### src/rtl/camera_pkg.sv
// Shared types for the camera coordinate tagger: tagger state and line-length width rule.
package camera_pkg;

  typedef enum logic [0:0] {
    ST_LOCK = 1'b0,
    ST_RUN  = 1'b1
  } cam_state_t;

  // One extra bit so that a completely full 2^H_W pixel line is still representable.
  localparam int LINE_LEN_EXTRA = 1;

  function automatic int line_len_w(input int h_w);
    return h_w + LINE_LEN_EXTRA;
  endfunction

endpackage

### src/rtl/camera_coord_gen_if.sv
// Pixel stream in, tagged pixel stream out, for the camera coordinate tagger.
interface camera_coord_gen_if #(
  parameter int DATA_W  = 16,
  parameter int H_W     = 11,
  parameter int V_W     = 10,
  parameter int FRAME_W = 8
);
  localparam int LEN_W = camera_pkg::line_len_w(H_W);

  logic               valid_in;
  logic [DATA_W-1:0]  data_in;
  logic               hsync_in;
  logic               vsync_in;

  logic               valid_out;
  logic [DATA_W-1:0]  data_out;
  logic [H_W-1:0]     hcount_out;
  logic [V_W-1:0]     vcount_out;
  logic               frame_start_out;
  logic               line_start_out;
  logic [FRAME_W-1:0] frame_count_out;
  logic [LEN_W-1:0]   line_len_out;
  logic               line_len_valid_out;
  logic               h_ovf_out;
  logic               v_ovf_out;

  modport master (
    output valid_in, data_in, hsync_in, vsync_in,
    input  valid_out, data_out, hcount_out, vcount_out, frame_start_out, line_start_out,
           frame_count_out, line_len_out, line_len_valid_out, h_ovf_out, v_ovf_out
  );

  modport slave (
    input  valid_in, data_in, hsync_in, vsync_in,
    output valid_out, data_out, hcount_out, vcount_out, frame_start_out, line_start_out,
           frame_count_out, line_len_out, line_len_valid_out, h_ovf_out, v_ovf_out
  );
endinterface

### src/rtl/sync_edge.sv
// Normalises a sync level to active-high and detects qualified edges against the
// last level seen on an enabled cycle.
module sync_edge #(
  parameter logic ACT = 1'b1
) (
  input  logic clk,
  input  logic rst_n,
  input  logic en,
  input  logic sync,
  output logic level,
  output logic rise,
  output logic fall
);
  logic prev_r;

  assign level = (sync == ACT);
  assign rise  = en & level & ~prev_r;
  assign fall  = en & ~level & prev_r;

  // Last qualified level; starts inactive so a sync already active at reset reads as a rise.
  always_ff @(posedge clk or negedge rst_n) begin
    if (!rst_n) begin
      prev_r <= 1'b0;
    end else if (en) begin
      prev_r <= level;
    end
  end
endmodule

### src/rtl/camera_coord_gen.sv
// Tags camera pixels with hcount/vcount after locking onto the first complete frame,
// and reports line length, frame count and sticky overflow flags.
module camera_coord_gen
  import camera_pkg::*;
#(
  parameter int   DATA_W    = 16,
  parameter int   H_W       = 11,
  parameter int   V_W       = 10,
  parameter int   FRAME_W   = 8,
  parameter logic HSYNC_ACT = 1'b1,
  parameter logic VSYNC_ACT = 1'b1
) (
  input logic              clk_in,
  input logic              rst_in,
  camera_coord_gen_if.slave bus
);
  localparam int LEN_W = line_len_w(H_W);
  localparam logic [LEN_W-1:0]   LEN_ZERO   = {LEN_W{1'b0}};
  localparam logic [LEN_W-1:0]   LEN_ONE    = {{(LEN_W-1){1'b0}}, 1'b1};
  localparam logic [V_W-1:0]     ROW_ZERO   = {V_W{1'b0}};
  localparam logic [V_W-1:0]     ROW_ONE    = {{(V_W-1){1'b0}}, 1'b1};
  localparam logic [V_W-1:0]     ROW_MAX    = {V_W{1'b1}};
  localparam logic [FRAME_W-1:0] FRAME_ZERO = {FRAME_W{1'b0}};
  localparam logic [FRAME_W-1:0] FRAME_ONE  = {{(FRAME_W-1){1'b0}}, 1'b1};

  logic hs_s, vs_s, hs_fall_s, vs_fall_s;
  logic unused_hs_rise_s, unused_vs_rise_s;
  logic line_full_s;

  cam_state_t       state_r;
  logic [LEN_W-1:0] pixel_cnt_r;
  logic [V_W-1:0]   row_r;

  sync_edge #(.ACT(HSYNC_ACT)) u_hs_edge (
    .clk   (clk_in),
    .rst_n (rst_in),
    .en    (bus.valid_in),
    .sync  (bus.hsync_in),
    .level (hs_s),
    .rise  (unused_hs_rise_s),
    .fall  (hs_fall_s)
  );

  sync_edge #(.ACT(VSYNC_ACT)) u_vs_edge (
    .clk   (clk_in),
    .rst_n (rst_in),
    .en    (bus.valid_in),
    .sync  (bus.vsync_in),
    .level (vs_s),
    .rise  (unused_vs_rise_s),
    .fall  (vs_fall_s)
  );

  // The top bit of the pixel counter is set once hcount 2^H_W-1 has gone out.
  assign line_full_s = pixel_cnt_r[H_W];

  // Lock/run state machine with all tagged outputs registered; vs fall outranks hs fall.
  always_ff @(posedge clk_in or negedge rst_in) begin
    if (!rst_in) begin
      state_r                <= ST_LOCK;
      pixel_cnt_r            <= LEN_ZERO;
      row_r                  <= ROW_ZERO;
      bus.valid_out          <= 1'b0;
      bus.data_out           <= {DATA_W{1'b0}};
      bus.hcount_out         <= {H_W{1'b0}};
      bus.vcount_out         <= ROW_ZERO;
      bus.frame_start_out    <= 1'b0;
      bus.line_start_out     <= 1'b0;
      bus.frame_count_out    <= FRAME_ZERO;
      bus.line_len_out       <= LEN_ZERO;
      bus.line_len_valid_out <= 1'b0;
      bus.h_ovf_out          <= 1'b0;
      bus.v_ovf_out          <= 1'b0;
    end else begin
      bus.valid_out          <= 1'b0;
      bus.frame_start_out    <= 1'b0;
      bus.line_start_out     <= 1'b0;
      bus.line_len_valid_out <= 1'b0;
      if (bus.valid_in) begin
        case (state_r)
          ST_LOCK: begin
            if (vs_fall_s) begin
              pixel_cnt_r <= LEN_ZERO;
              row_r       <= ROW_ZERO;
              state_r     <= ST_RUN;
            end
          end
          ST_RUN: begin
            if (vs_fall_s) begin
              bus.line_len_out       <= pixel_cnt_r;
              bus.line_len_valid_out <= (pixel_cnt_r != LEN_ZERO);
              bus.frame_count_out    <= bus.frame_count_out + FRAME_ONE;
              pixel_cnt_r            <= LEN_ZERO;
              row_r                  <= ROW_ZERO;
              bus.h_ovf_out          <= 1'b0;
              bus.v_ovf_out          <= 1'b0;
            end else if (hs_fall_s) begin
              bus.line_len_out       <= pixel_cnt_r;
              bus.line_len_valid_out <= 1'b1;
              pixel_cnt_r            <= LEN_ZERO;
              if (row_r == ROW_MAX) begin
                bus.v_ovf_out <= 1'b1;
              end else begin
                row_r <= row_r + ROW_ONE;
              end
            end else if (hs_s && vs_s) begin
              if (!line_full_s) begin
                bus.valid_out       <= 1'b1;
                bus.data_out        <= bus.data_in;
                bus.hcount_out      <= pixel_cnt_r[H_W-1:0];
                bus.vcount_out      <= row_r;
                bus.line_start_out  <= (pixel_cnt_r == LEN_ZERO);
                bus.frame_start_out <= (pixel_cnt_r == LEN_ZERO) && (row_r == ROW_ZERO);
                pixel_cnt_r         <= pixel_cnt_r + LEN_ONE;
              end else begin
                bus.h_ovf_out <= 1'b1;
              end
            end
          end
          default: begin
            state_r <= ST_LOCK;
          end
        endcase
      end
    end
  end
endmodule

### src/flat_wrapper.sv
// flat-port wrapper written by rule: the top's interface ports become plain ports
module camera_coord_gen_flat import camera_pkg::*;
#(
  parameter int   DATA_W    = 16,
  parameter int   H_W       = 11,
  parameter int   V_W       = 10,
  parameter int   FRAME_W   = 8,
  parameter logic HSYNC_ACT = 1'b1,
  parameter logic VSYNC_ACT = 1'b1
)
  (clk_in, rst_in, bus_valid_in, bus_data_in, bus_hsync_in, bus_vsync_in, bus_valid_out, bus_data_out, bus_hcount_out, bus_vcount_out, bus_frame_start_out, bus_line_start_out, bus_frame_count_out, bus_line_len_out, bus_line_len_valid_out, bus_h_ovf_out, bus_v_ovf_out);
  camera_coord_gen_if #(.DATA_W(DATA_W), .H_W(H_W), .V_W(V_W), .FRAME_W(FRAME_W)) bus_i ();
  input logic clk_in;
  input logic rst_in;
  input wire logic [$bits(bus_i.valid_in)-1:0] bus_valid_in;
  input wire logic [$bits(bus_i.data_in)-1:0] bus_data_in;
  input wire logic [$bits(bus_i.hsync_in)-1:0] bus_hsync_in;
  input wire logic [$bits(bus_i.vsync_in)-1:0] bus_vsync_in;
  output wire logic [$bits(bus_i.valid_out)-1:0] bus_valid_out;
  output wire logic [$bits(bus_i.data_out)-1:0] bus_data_out;
  output wire logic [$bits(bus_i.hcount_out)-1:0] bus_hcount_out;
  output wire logic [$bits(bus_i.vcount_out)-1:0] bus_vcount_out;
  output wire logic [$bits(bus_i.frame_start_out)-1:0] bus_frame_start_out;
  output wire logic [$bits(bus_i.line_start_out)-1:0] bus_line_start_out;
  output wire logic [$bits(bus_i.frame_count_out)-1:0] bus_frame_count_out;
  output wire logic [$bits(bus_i.line_len_out)-1:0] bus_line_len_out;
  output wire logic [$bits(bus_i.line_len_valid_out)-1:0] bus_line_len_valid_out;
  output wire logic [$bits(bus_i.h_ovf_out)-1:0] bus_h_ovf_out;
  output wire logic [$bits(bus_i.v_ovf_out)-1:0] bus_v_ovf_out;
  assign bus_i.valid_in = bus_valid_in;
  assign bus_i.data_in = bus_data_in;
  assign bus_i.hsync_in = bus_hsync_in;
  assign bus_i.vsync_in = bus_vsync_in;
  assign bus_valid_out = bus_i.valid_out;
  assign bus_data_out = bus_i.data_out;
  assign bus_hcount_out = bus_i.hcount_out;
  assign bus_vcount_out = bus_i.vcount_out;
  assign bus_frame_start_out = bus_i.frame_start_out;
  assign bus_line_start_out = bus_i.line_start_out;
  assign bus_frame_count_out = bus_i.frame_count_out;
  assign bus_line_len_out = bus_i.line_len_out;
  assign bus_line_len_valid_out = bus_i.line_len_valid_out;
  assign bus_h_ovf_out = bus_i.h_ovf_out;
  assign bus_v_ovf_out = bus_i.v_ovf_out;
  camera_coord_gen #(.DATA_W(DATA_W), .H_W(H_W), .V_W(V_W), .FRAME_W(FRAME_W), .HSYNC_ACT(HSYNC_ACT), .VSYNC_ACT(VSYNC_ACT)) u_core (.clk_in(clk_in), .rst_in(rst_in), .bus(bus_i));
endmodule
### config.mk
export PLATFORM = sky130hd
export DESIGN_NAME = camera_coord_gen_flat
export DESIGN_NICKNAME = d
export VERILOG_FILES = /design/src/rtl/camera_pkg.sv /design/src/rtl/camera_coord_gen_if.sv /design/src/rtl/sync_edge.sv /design/src/rtl/camera_coord_gen.sv /design/src/flat_wrapper.sv
export SDC_FILE = /design/constraint.sdc
export NUM_CORES = 1
export LEC_CHECK = 0
export CORE_MARGIN = 1.5
export CORE_UTILIZATION = 46
export DETAILED_ROUTE_END_ITERATION = 12
export DONT_BUFFER_PORTS = 1
export MAX_ROUTING_LAYER = met4
export PLACE_DENSITY_LB_ADDON = 0.12
export SLEW_MARGIN = 30
export SYNTH_ARGS = -nofsm -noshare
export SYNTH_HDL_FRONTEND = slang
export SYNTH_SLANG_ARGS = --single-unit
### constraint.sdc
create_clock -name clk_in -period 2.07 [get_ports clk_in]
set_clock_uncertainty 0.15 [all_clocks]
set_input_delay 0.414 -clock clk_in [delete_from_list [all_inputs] [get_ports clk_in]]
set_output_delay 0.414 -clock clk_in [all_outputs]
set_load 0.03 [all_outputs]
==> impl_metrics.json, run 1 <==
{
  "rr_startpoint": "u_core.row_r[0]$_DFFE_PN0P_",
  "drc": 0,
  "io_buffer_count": 0,
  "grt_max_degree": 89,
  "critPathLaunchType": "flop",
  "cellPowerDensity_nw_per_um2": 1050,
  "grt_pass1_vias": 2685,
  "gp_congestion": 0.838,
  "cts_root_buffer": "clkbuf_8",
  "antenna_found_initial": 0,
  "cts_buffers": 9,
  "cts_setup_buffers": 0,
  "fin_hold_ws_ns": -0.407,
  "reg2reg_to": "u_core.row_r[7]$_DFFE_PN0P_",
  "violations": "hold timing",
  "yosys_warnings": 0,
  "synth_nets": 401,
  "grt_pass1_wl_mm": 13.3,
  "totalWireLength_mm": 7.87,
  "cts_tree": "built",
  "clock_latency_ns": 0.35,
  "vias_per_cell": 5.47,
  "timing.setup.tns_ns": 0,
  "die_y_um": 94.0,
  "final_nets": 401,
  "synth.area.top_cells": "dfrtp_1, nand2_1, mux2_2",
  "synth_top_cell_by_area": "dfrtp_1",
  "synth_edf_count": 0,
  "cp_max_fo": 10,
  "synth_flop_cell": "dfrtp_1",
  "rows": 33,
  "ios": 84,
  "ys_types": 44,
  "vias": 2652,
  "tightest_slew_ns": 0.466,
  "dp_hpwl_mm": 5.31,
  "dr.pass1.iters": 5,
  "avgSynthCellArea_um2": 10.2,
  "path_class": "reg2reg",
  "synth_cells": 375,
  "grt_util_all_layers": 0.202,
  "routedWlPerCell_um": 16.2,
  "slew_viol_final": 0,
  "leakage_nw": 2.01,
  "grt-ovfl-total": 0,
  "async_reset_ff_frac": 1.00,
  "hp-class": "in2async",
  "drv_cap": 0,
  "synth_common_cells": "nand2_1, dfrtp_1, mux2_2",
  "fin_crit_ns": 1.90,
  "rsz0062_at_grt": "false",
  "cp.required_ns": 2.19,
  "floorplan.initialDensity": 0.468,
  "core-area_um2": 8130,
  "final_layout_size_suffix_gt1_frac": 0.113,
  "yosysMostFrequentCell": "nand2_1",
  "hold_viol_final": 88,
  "r2r_slack_ns": 0.17,
  "clock_path_buffers": 2,
  "syn_area_um2": 3810,
  "cp-end-kind": "flop",
  "reg2reg_depth": 5,
  "status": "finished with violations",
  "diodes": 0,
  "ir_drop_mv": 0.566,
  "relSlewSlack": 0.689,
  "die_area_um2": 8840,
  "finalSetupViolCount": 0,
  "h-tree-depth": 3,
  "finalInstanceArea_um2": 4160,
  "synth-seq-area-share": 0.578,
  "area.growth.synth_to_final_pct": 9.13,
  "place_area_um2": 3910,
  "clock_sinks": 88,
  "drt_iter0_drc": 136,
  "cts.clk_slew.worst_paths_ns": 0.09,
  "synth_top_area_share": 0.578,
  "crit_arrival_ns": 2.02,
  "fmax_mhz": 527,
  "ant_nets": 0,
  "ys_ff_latch": 88,
  "fin_crit_sh": 0.916,
  "die_width_um": 94.0
}
==> metal layers <==
layer | vias up | GRT usage | routed length, µm
li1 | 1278 | - | -
met1 | 1268 | 0.272 | 3700
met2 | 96 | 0.282 | 3370
met3 | 10 | 0.0704 | 682
met4 | 0 | 0.0734 | 118
met5 | - | - | 0
==> layout by cell type, fill, tap and decap left out, types with 4 or more instances in the layout <==
cell type / n
a21oi_1: 12
a31oi_1: 7
and3_1: 4
buf_4: 7
clkbuf_8: 10
dfrtp_1: 88
ha_1: 5
inv_1: 8
mux2_2: 16
nand2_1: 110
nand3_1: 15
nand4_1: 7
nor2_1: 8
nor3_1: 7
o21ai_0: 15
or3_1: 6
xnor2_1: 6
xor2_1: 4
==> cells by family after synthesis <==
kind of cell | count (synthesis) | share of synthesized area
fa+ha+maj | 5 | 0.0164
compound gates | 48 | 0.0805
mux | 18 | 0.0525
flops | 88 | 0.578
xor+xnor | 10 | 0.0230
simple gates | 177 | 0.214
buf+inv | 29 | 0.0351
==> stage by stage <==
| stage | hold WS (ns) | total power [W] | std cells | worst slack [ns] | util |
|---|---|---|---|---|---|
| final | -0.407 | 0.00438 | 485 | 0.174 | 0.511 |
| after floorplan | -0.0316 | 0.00292 | 375 | 0.312 | - |
| after global placement | -0.0300 | 0.00307 | 467 | 0.253 | 0.481 |
| after global routing | -0.441 | 0.00465 | 485 | 0.0434 | 0.511 |
| after CTS | -0.423 | 0.00443 | 484 | 0.174 | 0.510 |
| after detailed placement | -0.0299 | 0.00309 | 467 | 0.198 | 0.481 |
==> final cells by class <==
cell class	count	area (µm²)
flip-flops and latches	88	2200
repair buffers	10	92.6
clock buffers	10	138
clock inverters	6	90.1
well taps	105	131
inverters	8	30.0
fillers	735	3980
multi-input cells	258	1470
==> registers in the layout (all words and copies together), names as in the netlist <==
signal / cells
u_core.bus.line_len_out: 12
u_core.u_hs_edge.prev_r: 1
u_core.bus.h_ovf_out: 1
u_core.bus.v_ovf_out: 1
u_core.bus.frame_start_out: 1
u_core.bus.line_len_valid_out: 1
u_core.u_vs_edge.prev_r: 1
u_core.pixel_cnt_r: 12
u_core.bus.data_out: 16
u_core.bus.vcount_out: 10
u_core.bus.line_start_out: 1
u_core.bus.hcount_out: 11
u_core.row_r: 10
u_core.bus.valid_out: 1
u_core.bus.frame_count_out: 8
u_core.state_r: 1
==> worst max-delay path by stage <==
stage | startpoint | end | cells past startpoint
after CTS | u_core.row_r[0]$_DFFE_PN0P_ | u_core.row_r[7]$_DFFE_PN0P_ | 5
final | u_core.row_r[0]$_DFFE_PN0P_ | u_core.row_r[7]$_DFFE_PN0P_ | 5
after global routing | u_core.pixel_cnt_r[0]$_DFFE_PN0P_ | u_core.pixel_cnt_r[10]$_DFFE_PN0P_ | 5
after global placement | u_core.row_r[0]$_DFFE_PN0P_ | u_core.row_r[7]$_DFFE_PN0P_ | 5
after floorplan | u_core.row_r[0]$_DFFE_PN0P_ | u_core.row_r[7]$_DFFE_PN0P_ | 5
after detailed placement | u_core.row_r[0]$_DFFE_PN0P_ | u_core.row_r[7]$_DFFE_PN0P_ | 5
==> worst max-delay path: stages (launching register included) <==
cell and delay [ns]:
dfrtp_1 0.43, ha_1 0.25, nand4_1 0.19, o31ai_4 0.14
or4_1 0.52, a21oi_1 0.15
==> report_power, final <==
part	switching [W]	internal (W)	leakage [nW]
clock	0.000614	0.000719	0.113
sequential	0.000629	0.00196	1.18
combinational	0.000252	0.000210	0.721
total	0.00149	0.00289	2.01
==> timing repair <==
action | 4_1_cts | 5_1_grt
hold buffers | 1 | 1
endpoints found under the setup margin | 0 | 0
resized for setup | 0 | 0
hold endpoints to repair | 89 | 89
No activity file was read; power rests on OpenSTA's default activity.
==> inputs of run 2 (changes only) <==
--- a/config.mk
+++ b/config.mk
@@ -8,7 +8,6 @@
 export CORE_MARGIN = 1.5
 export CORE_UTILIZATION = 46
 export DETAILED_ROUTE_END_ITERATION = 12
-export DONT_BUFFER_PORTS = 1
 export MAX_ROUTING_LAYER = met4
 export PLACE_DENSITY_LB_ADDON = 0.12
 export SLEW_MARGIN = 30
==> run 2 against run 1 <==
The flow now finishes without violations. Highest routed layer unchanged. Non-clock buffer count is 102 higher. Largest cell class unchanged. Clock power is 8% lower. Largest power group unchanged. Global-route usage is 0.88 points higher. Register-to-register slack better by 0.04 ns. Critical path depth is 4 lower. Core utilization is 12 points higher. Cell count is 21% higher.
==> impl_metrics.json, run 2 (synthesis results as in run 1) <==
{
  "core-area_um2": 8130,
  "grt_pass1_wl_mm": 14.0,
  "area.growth.synth_to_final_pct": 35.2,
  "critPathLaunchType": "flop",
  "rows": 33,
  "die_area_um2": 8840,
  "die_width_um": 94.0,
  "drt_iter0_drc": 107,
  "cp.depth": 1,
  "fin_hold_ws_ns": 0.328,
  "hold_viol_final": 0,
  "cellPowerDensity_nw_per_um2": 919,
  "reg2reg_depth": 5,
  "finalSetupViolCount": 0,
  "clock_latency_ns": 0.35,
  "grt_max_degree": 30,
  "totalWireLength_mm": 8.26,
  "path_delay_family": "buffers and inverters",
  "diodes": 0,
  "slew_viol_final": 0,
  "fin_crit_ns": 1.99,
  "cts_root_buffer": "clkbuf_8",
  "cts_tree": "built",
  "final_cell_mix": "nand2_1, dfrtp_1, clkdlybuf4s50_1",
  "vias_per_cell": 5.10,
  "seq_area_um2": 2200,
  "drv_cap": 0,
  "hp-class": "reg2reg",
  "fin_crit_sh": 0.963,
  "crit_arrival_ns": 1.43,
  "h-tree-depth": 3,
  "cts_setup_buffers": 0,
  "crit_slowest_cell": "clkdlybuf4s50_1",
  "io_buffer_count": 83,
  "leakage_nw": 2.44,
  "grt_pass1_vias": 3001,
  "drc": 0,
  "path_class": "reg2out",
  "layout_commonest_cell": "nand2_1",
  "timing.setup.tns_ns": 0,
  "cp-end-kind": "primary output",
  "routedWlPerCell_um": 14.1,
  "final_layout_size_suffix_gt1_frac": 0.131,
  "dp_hpwl_mm": 6.02,
  "dr.pass1.iters": 4,
  "hold_depth": 2,
  "multiInputGateArea_um2": 1470,
  "reg_top3": "u_core.bus.data_out: 16 flops, u_core.bus.line_len_out: 12 flops, u_core.pixel_cnt_r: 12 flops",
  "gp_congestion": 0.912,
  "slowest_delay_ns": 0.68,
  "die_y_um": 94.0,
  "ant_nets": 0,
  "largest_reg_flops": 16,
  "fill_cells": 690,
  "grt-ovfl-total": 0,
  "final_nets": 503,
  "cts.clk_slew.worst_paths_ns": 0.08,
  "cts_buffers": 9,
  "status": "finished clean",
  "path_cells": "clkdlybuf4s50_1",
  "rsz0062_at_grt": "false",
  "ir_drop_mv": 0.587,
  "floorplan.initialDensity": 0.468,
  "antenna_found_initial": 0,
  "tightest_slew_ns": 0.462,
  "fmax_mhz": 502,
  "path_buf_inv": 1,
  "clock_path_buffers": 2,
  "cp_max_fo": 3,
  "clock_sinks": 88,
  "relSlewSlack": 0.688,
  "ios": 84,
  "cp.required_ns": 1.51,
  "vias": 2996,
  "regMostFlops": "u_core.bus.data_out",
  "grt_util_all_layers": 0.211
}
==> run 2: worst paths after layout <==
kind | start | to | slack, ns
min in group asynchronous | rst_in | u_core.bus.data_out[13]$_DFFE_PN0P_ | 0.35
min | u_core.bus.hcount_out[2]$_DFFE_PN0P_ | u_core.bus.hcount_out[2]$_DFFE_PN0P_ | 0.33
max reg2reg | u_core.row_r[0]$_DFFE_PN0P_ | u_core.row_r[5]$_DFFE_PN0P_ | 0.21
max | u_core.bus.frame_count_out[6]$_DFFE_PN0P_ | bus_frame_count_out[6] | 0.08
max in group asynchronous | rst_in | u_core.bus.frame_start_out$_DFF_PN0_ | 0.87
min reg2reg | u_core.bus.hcount_out[2]$_DFFE_PN0P_ | u_core.bus.hcount_out[2]$_DFFE_PN0P_ | 0.33
==> run 2: through the flow <==
stage / utilization / total power (W) / instances / setup slack, ns / instance area, µm²
6_report: 0.633 / 0.00473 / 587 / 0.0762 / 5150
2_1_floorplan: - / 0.00292 / 375 / 0.312 / 3810
3_5_place_dp: 0.606 / 0.00358 / 570 / -0.129 / 4930
3_3_place_gp: 0.606 / 0.00355 / 570 / -0.119 / 4930
5_1_grt: 0.633 / 0.00500 / 587 / 0.0154 / 5150
4_1_cts: 0.632 / 0.00480 / 587 / 0.00718 / 5140
==> run 2: what timing repair did <==
| action | in CTS | in global routing |
|---|---|---|
| endpoints found under the hold margin | 18 | 0 |
| resized for setup | 1 | 3 |
| setup endpoints to repair | 1 | 3 |
| hold buffers | 1 | 0 |
==> run 2: where the power goes <==
part / total (W) / switching, W / internal, W
clock: 0.00122 / 0.000591 / 0.000627
combinational: 0.00134 / 0.000760 / 0.000583
sequential: 0.00217 / 0.000210 / 0.00196
==> run 2: worst register-to-register path, delay by kind of cell, from the launching register on <==
family / cells / cell delay (ns)
AND/OR/NAND/NOR: 2 / 0.67
flip-flops: 1 / 0.43
AO/OA/AOI/OAI: 2 / 0.28
adder cells (fa/ha/maj): 1 / 0.26
==> run 2: area by class of cell <==
class                           count  area share
Timing Repair Buffer              112       0.215
Tap cell                          105      0.0255
Inverter                            8     0.00583
Clock buffer                       12      0.0301
Multi-Input combinational cell    258       0.286
Sequential cell                    88       0.428
Clock inverter                      4      0.0102
==> run 2: per-layer routing <==
| layer | global-route usage | part of all wire |
|---|---|---|
| met5 | - | 0 |
| met4 | 0.0958 | 0.013 |
| met1 | 0.283 | 0.48 |
| met2 | 0.314 | 0.46 |
| met3 | 0.0364 | 0.053 |
==> inputs of run 3 (changes only) <==
--- a/config.mk
+++ b/config.mk
@@ -7,9 +7,10 @@
 export LEC_CHECK = 0
 export CORE_MARGIN = 1.5
 export CORE_UTILIZATION = 46
+export CTS_CLUSTER_DIAMETER = 50
 export DETAILED_ROUTE_END_ITERATION = 12
 export MAX_ROUTING_LAYER = met4
-export PLACE_DENSITY_LB_ADDON = 0.12
+export PLACE_DENSITY = 0.78
 export SLEW_MARGIN = 30
 export SYNTH_ARGS = -nofsm -noshare
 export SYNTH_HDL_FRONTEND = slang
==> run 3 against run 2 <==
Sequential share of layout area rose by 0.21 points. Count of clock-buffer cells in the layout fell by 3. Critical path type unchanged. Critical path depth did not move. Total power fell by 0.22%. Final area fell by 0.49%. Worst hold slack improved by 0.0025 ns. Flip-flop and latch count did not move.
==> impl_metrics.json, run 3 (synthesis results as in run 1) <==
{
  "status": "finished clean",
  "die_y_um": 94.0,
  "reg2reg_depth": 5,
  "gp_congestion": 0.884,
  "crit_path_start": "u_core.bus.frame_count_out[4]$_DFFE_PN0P_",
  "regMostFlops": "u_core.bus.data_out",
  "cp_max_fo": 4,
  "slew_viol_final": 0,
  "clock_path_buffers": 2,
  "cp.depth": 1,
  "ios": 84,
  "cts_buffers": 9,
  "cellPowerDensity_nw_per_um2": 922,
  "dr.pass1.iters": 4,
  "path_class": "reg2out",
  "path_delay_family": "buffers and inverters",
  "largest_reg_flops": 16,
  "r2r_slack_ns": 0.18,
  "rsz0062_at_grt": "false",
  "grt_pass1_wl_mm": 14.2,
  "cts_tree": "built",
  "leakage_nw": 2.43,
  "rr_startpoint": "u_core.row_r[0]$_DFFE_PN0P_",
  "place_area_um2": 4910,
  "grt_pass1_vias": 2958,
  "ir_drop_mv": 0.468,
  "cp-endpoint": "bus_frame_count_out[4]",
  "area.growth.synth_to_final_pct": 34.5,
  "floorplan.initialDensity": 0.468,
  "path_cells": "clkdlybuf4s50_1",
  "slowest_delay_ns": 0.69,
  "drt_iter0_drc": 133,
  "crit_slowest_cell": "clkdlybuf4s50_1",
  "crit_arrival_ns": 1.45,
  "hold_depth": 2,
  "die_width_um": 94.0,
  "rows": 33,
  "cts_setup_buffers": 0,
  "final_cell_mix": "nand2_1, dfrtp_1, clkdlybuf4s50_1",
  "finalInstanceArea_um2": 5120,
  "hp-class": "reg2reg",
  "fin_crit_ns": 2.01,
  "grt_max_degree": 38,
  "routedWlPerCell_um": 14.7,
  "fin_crit_sh": 0.971,
  "final_layout_size_suffix_gt1_frac": 0.133,
  "vias": 3103,
  "die_area_um2": 8840,
  "ant_nets": 0,
  "diodes": 0,
  "cts.clk_slew.worst_paths_ns": 0.09,
  "clock_sinks": 88,
  "critPathLaunchType": "flop",
  "final-instance-count-excl-fill": 587,
  "drv_cap": 0,
  "dp_hpwl_mm": 6.19,
  "dp_cells": 570,
  "relSlewSlack": 0.694,
  "drc": 0,
  "h-tree-depth": 3,
  "core-area_um2": 8130,
  "path_buf_inv": 1,
  "vias_per_cell": 5.29,
  "cp-end-kind": "primary output",
  "final_nets": 503,
  "cp.required_ns": 1.51,
  "grt_util_all_layers": 0.212,
  "finalSetupViolCount": 0,
  "reg_top3": "u_core.bus.data_out: 16 flops, u_core.bus.line_len_out: 12 flops, u_core.pixel_cnt_r: 12 flops",
  "antenna_found_initial": 0,
  "io_buffer_count": 83,
  "hold_viol_final": 0,
  "cts_root_buffer": "clkbuf_8",
  "tightest_slew_ns": 0.459,
  "grt-ovfl-total": 0,
  "totalWireLength_mm": 8.60,
  "clock_latency_ns": 0.35,
  "layout_commonest_cell": "nand2_1",
  "reg2reg_to": "u_core.row_r[7]$_DFFE_PN0P_",
  "fmax_mhz": 498
}
-- run 3: changes by cell type in the layout (fill, tap and decap cells not counted) --
cell        previous run  this run
buf_4                 25        26
clkinv_2               1         2
clkbuf_8              11         9
clkinv_4               2         0
inv_6                  0         1
clkbuf_1               1         0
buf_12                 4         3
clkinvlp_4             0         3
-- run 3: per-layer routing --
metal	track usage	wire length, µm
met3	0.0267	488
met4	0.0858	96
met5	-	0
met2	0.320	4000
met1	0.292	4020
-- run 3: worst min path at each step --
| stage | from | endpoint | slack (ns) |
|---|---|---|---|
| final | u_core.bus.data_out[1]$_DFFE_PN0P_ | u_core.bus.data_out[1]$_DFFE_PN0P_ | 0.33 |
| after detailed placement | rst_in | u_core.bus.data_out[10]$_DFFE_PN0P_ | 0.25 |
| after CTS | u_core.bus.frame_count_out[7]$_DFFE_PN0P_ | u_core.bus.frame_count_out[7]$_DFFE_PN0P_ | 0.33 |
| after global placement | rst_in | u_core.bus.data_out[14]$_DFFE_PN0P_ | 0.25 |
| after floorplan | rst_in | u_core.bus.data_out[0]$_DFFE_PN0P_ | -0.03 |
| after global routing | u_core.bus.frame_count_out[7]$_DFFE_PN0P_ | u_core.bus.frame_count_out[7]$_DFFE_PN0P_ | 0.36 |
-- run 3: area by class of cell --
class	count	area (µm²)
fillers	669	3010
flip-flops and latches	88	2200
repair buffers	112	1090
multi-input cells	258	1470
clock buffers	9	124
clock inverters	7	71.3
inverters	8	30.0
well taps	105	131
-- run 3: metrics by stage --
step	setup TNS [ns]	hold WS (ns)	setup WS (ns)	total power (W)	utilization
floorplan	0	-0.0316	0.312	0.00292	-
global route	0	0.359	0.00723	0.00496	0.630
global placement	-1.04	0.254	-0.110	0.00354	0.604
detailed placement	-3.24	0.246	-0.127	0.00358	0.604
CTS	0	0.331	0.00764	0.00475	0.629
finish	0	0.331	0.0603	0.00472	0.630
-- run 3: worst register-to-register path, delay by kind of cell, from the launching register on --
| family | cells | cell delay [ns] |
|---|---|---|
| simple gates | 2 | 0.70 |
| flops | 1 | 0.44 |
| fa+ha+maj | 1 | 0.26 |
| compound gates | 2 | 0.26 |
-- run 3: power by group --
| group | internal, W | switching [W] | leakage (nW) |
|---|---|---|---|
| Clock | 0.000557 | 0.000619 | 0.0916 |
| Combinational | 0.000586 | 0.000780 | 1.16 |
| Sequential | 0.00196 | 0.000219 | 1.18 |
| Total | 0.00311 | 0.00162 | 2.43 |
-- run 3: repair_timing --
item,CTS,global route
cloned,0,0
hold buffers,1,0
hold endpoints to repair,35,0
setup endpoints to repair,1,3
gates resized for setup,1,3
pin swaps,0,0
